## config.mk

```make
export PLATFORM = sky130hd
export DESIGN_NAME = rca_adder
export DESIGN_NICKNAME = d
export VERILOG_FILES = /design/src/rtl/rca_adder.sv
export SDC_FILE = /design/constraint.sdc
export NUM_CORES = 1
export LEC_CHECK = 0
export CAP_MARGIN = 40
export CORE_AREA = 3 3 40 42
export DETAILED_ROUTE_END_ITERATION = 6
export DIE_AREA = 0 0 43 45
export GPL_TIMING_DRIVEN = 0
export PLACE_DENSITY = 0.64
export SLEW_MARGIN = 5
export SYNTH_ARGS = -nofsm -noshare
export SYNTH_HDL_FRONTEND = slang
export SYNTH_SLANG_ARGS = --single-unit
export TNS_END_PERCENT = 20
```

## constraint.sdc

```tcl
create_clock -name clk -period 3.65 [get_ports clk]
set_clock_uncertainty 0.1 [all_clocks]
set_input_delay 0.73 -clock clk [delete_from_list [all_inputs] [get_ports clk]]
set_output_delay 0.73 -clock clk [all_outputs]
set_load 0.02 [all_outputs]
```

## src/rtl/rca_adder.sv

```systemverilog
`default_nettype none
// +----------------------------------------------------------------------+
// | Module      : rca_adder                                              |
// | Description : Parameterised ripple-carry adder from 1-bit full-adder |
// |               cells, with combinational and registered results.      |
// | Revision    : 1.0 - initial release                                  |
// +----------------------------------------------------------------------+

module rca_fa_cell (
    input  logic a,
    input  logic b,
    input  logic ci,
    output logic s,
    output logic co
);

    logic w_p;

    assign w_p = a ^ b;
    assign s   = w_p ^ ci;
    assign co  = (a & b) | (ci & w_p);

endmodule

module rca_adder #(
    parameter int WIDTH = 4
) (
    input  logic             clk,
    input  logic             rst_n,
    input  logic [WIDTH-1:0] a,
    input  logic [WIDTH-1:0] b,
    input  logic             cin,
    output logic [WIDTH-1:0] cout,
    output logic [WIDTH-1:0] y,
    output logic [WIDTH-1:0] y_q,
    output logic [WIDTH-1:0] cout_q
);

    // w_carry[i] is the carry into stage i; w_carry[WIDTH] is the final carry-out.
    logic [WIDTH:0]   w_carry;
    logic [WIDTH-1:0] w_sum;
    logic [WIDTH-1:0] r_y_q;
    logic [WIDTH-1:0] r_cout_q;

    assign w_carry[0] = cin;

    generate
        for (genvar i = 0; i < WIDTH; i++) begin : g_stage
            rca_fa_cell u_fa (
                .a  (a[i]),
                .b  (b[i]),
                .ci (w_carry[i]),
                .s  (w_sum[i]),
                .co (w_carry[i+1])
            );
        end
    endgenerate

    assign y    = w_sum;
    assign cout = w_carry[WIDTH:1];

    always_ff @(posedge clk or negedge rst_n) begin
        if (!rst_n) begin
            r_y_q    <= '0;
            r_cout_q <= '0;
        end else begin
            r_y_q    <= w_sum;
            r_cout_q <= w_carry[WIDTH:1];
        end
    end

    assign y_q    = r_y_q;
    assign cout_q = r_cout_q;

endmodule
`default_nettype wire

```

==> flow_metrics.env <==
export IMPL_status="finished clean"
export IMPL_synth_edff_count=0
export IMPL_async_flop_share_pct=100.0
export IMPL_drive_gt1_share_pct=40.38
export IMPL_cts_made_buffers=3
export IMPL_power_density_nw_per_um2=451.7
export IMPL_grt_setup_unrepaired="no"
export IMPL_synth_seq_cells=8
export IMPL_grt_usage_pct=10.89
export IMPL_crit_type="in2out"
export IMPL_cp_required_ns=2.82
export IMPL_io_buffers=26
export IMPL_cts_buffer_depth=2
export IMPL_antenna_cells=0
export IMPL_ys_top_cells_by_count="buf_4 (8), dfrtp_1 (8), fa_1 (4)"
export IMPL_relSlewSlack_pct=77.46
export IMPL_synth_top_family_by_area="adder cells"
export IMPL_nFillCells=115
export IMPL_firstDrtPassIters=1
export IMPL_wl_um=834
export IMPL_leakage_nw=0.2952
export IMPL_io_pins=27
export IMPL_die_w_um=43
export IMPL_drc=0
export IMPL_syn_num_nets=35
export IMPL_dieArea_um2=1935
export IMPL_fin_area_um2=664.4
export IMPL_syn_area_um2=340.3
export IMPL_slew_viol_final=0
export IMPL_drt_iter0_drc=0
export IMPL_grtUsageMet2_pct=16.77
export IMPL_synth_top_area_cell="dfrtp_1"
export IMPL_clkSinkCount=8
export IMPL_drv_cap=0
export IMPL_cts_clk_slew_worst_paths_ns=0.05
export IMPL_place_area_um2=619.3
export IMPL_worst_pin_slew_ns=0.3371
export IMPL_crit_start="a[0]"
export IMPL_grt_start_max_net_pins=9
export IMPL_place_congestion=0.6232
export IMPL_synthAdderAreaFrac_pct=23.53
export IMPL_worst_slack_ns=0.05068
export IMPL_met3_usage_pct=3.984
export IMPL_crit_fanout=2
export IMPL_fp_row_count=13
export IMPL_die_y_um=45
export IMPL_max_freq_ghz=0.2778
export IMPL_hold_path_class="in2async"
export IMPL_overflow=0
export IMPL_cpMostUsedCell="fa_2"
export IMPL_startpoint_type="input pin"
export IMPL_synth_seq_area_share_pct=58.82
export IMPL_power_mw=0.3001
export IMPL_start_util_pct=26.48
export IMPL_synthSimpleGateAreaFrac_pct=0
export IMPL_vias_per_cell=3.761
export IMPL_grt_first_pass_wirelength_um=1345
export IMPL_ys_flop_type="dfrtp_1"
export IMPL_cp_endpoint="y[3]"
export IMPL_muxShareOfSynthArea_pct=0
export IMPL_setup_violations=0
export IMPL_wl_per_cell_um=12.45
export IMPL_synth_top_area_share_pct=58.82
export IMPL_grt_busiest_layer="met2"
export IMPL_grt_pass1_vias=285
export IMPL_ys_types=3
export IMPL_htree_num_levels=1
export IMPL_period_share_pct=98.61
export IMPL_hold_viol_final=0
export IMPL_core_um2=1285
export IMPL_worstPathArrival_ns=2.77
export IMPL_hold_slack_ns=0.6341
export IMPL_synth_compound_area_share_pct=0
export IMPL_path_cells="dlygate4sd2_1 > fa_2 > fa_2 > fa_2 > fa_2 > buf_6"
export IMPL_grt_use_met1_pct=10.53
export IMPL_peakVddDrop_v=0.0001582
export IMPL_hpwl_um=698.5
export IMPL_max_stage_delay_ns=0.57
export IMPL_vias=252
export IMPL_cp_num_buf_inv=2
export IMPL_areaGrowthSynthToFinish_pct=95.22
export IMPL_synthCells=20
export IMPL_clockRootBuffer="clkbuf_4"
export IMPL_netlist_top_cells_area="dfrtp_1 (59%), fa_1 (24%), buf_4 (18%)"
export IMPL_syn_avg_cell_area_um2=17.02
export IMPL_fin_nets=69
export IMPL_postRouteAntennaNets=0
export IMPL_cts_tree="yes"
export IMPL_critPathCaptureType="output pin"
export IMPL_worstSetupPathDepth=6
export IMPL_antenna_found_initial=0
export IMPL_synth_xor_area_share_pct=0
export IMPL_yosys_warnings=0
export IMPL_crit_family="adder cells"
export IMPL_fin_tns_setup_ns=0
export IMPL_finalCriticalPeriod_ns=3.599
export IMPL_cp_slowest_cell="fa_2"
export IMPL_place_ws_ns=-0.9522
[area by class of cell]
cell class / count / area, um2 / share of cell area (%)
plain buffers: 7 / 52.55 / 7.910
clock buffers: 3 / 22.52 / 3.390
multi-input cells: 4 / 90.09 / 13.56
flip-flops and latches: 8 / 200.2 / 30.13
well taps: 15 / 18.77 / 2.825
repair buffers: 30 / 280.3 / 42.18
[report_power, final]
part           internal, mW  switching [mW]
combinational        0.0707          0.0566
clock                0.0377          0.0315
sequential            0.101         0.00298
total                 0.209          0.0911
[flip-flops by register name, indices dropped and copies added (netlist names)]
name,count
y_q,4
cout_q,4
[cells in the final DEF (no fill, tap or decap)]
cell type,synthesis,final
dfrtp_1,8,8
buf_6,0,1
clkbuf_4,0,3
dlygate4sd2_1,0,3
clkdlybuf4s15_1,0,1
buf_4,8,12
clkdlybuf4s50_1,0,19
fa_2,0,4
buf_2,0,1
[metrics by stage]
| stage | std cells | utilization (%) |
|---|---|---|
| after floorplan | 20 | - |
| after global placement | 61 | 48.20 |
| after detailed placement | 61 | 48.20 |
| after CTS | 67 | 51.70 |
| after global routing | 67 | 51.70 |
| final | 67 | 51.70 |
[worst min path at each step]
| stage | startpoint | to | slack [ns] | cells after the start |
|---|---|---|---|---|
| after floorplan | rst_n | cout_q[0] | 0.33 | 0 |
| after global placement | rst_n | cout_q[1] | 0.92 | 1 |
| after detailed placement | rst_n | y_q[0] | 0.93 | 1 |
| after CTS | rst_n | y_q[3] | 0.65 | 1 |
| after global routing | rst_n | cout_q[3] | 0.66 | 1 |
| final | rst_n | y_q[2] | 0.63 | 1 |
[routing by layer]
layer / vias to the layer above / part of all wire (%)
li1: 117 / -
met1: 118 / 31
met2: 14 / 60
met3: 3 / 5.5
met4: 0 / 3.5
met5: - / 0
[logic make-up (layout without fill, tap and decap cells)]
family / after synthesis / after routing
fa+ha+maj: 4 / 4
flops: 8 / 8
buf+inv: 8 / 40
[repair_timing]
| action | CTS | global route |
|---|---|---|
| gates resized for setup | 23 | 0 |
| buffers inserted | 4 | 0 |
| hold buffers | 0 | 0 |
| endpoints found under the setup margin | 5 | 2 |
| endpoints found under the hold margin | 0 | 0 |
| pin swaps | 4 | 1 |
| gates cloned | 0 | 0 |
Note: power is estimated with default switching activity, not from simulation.
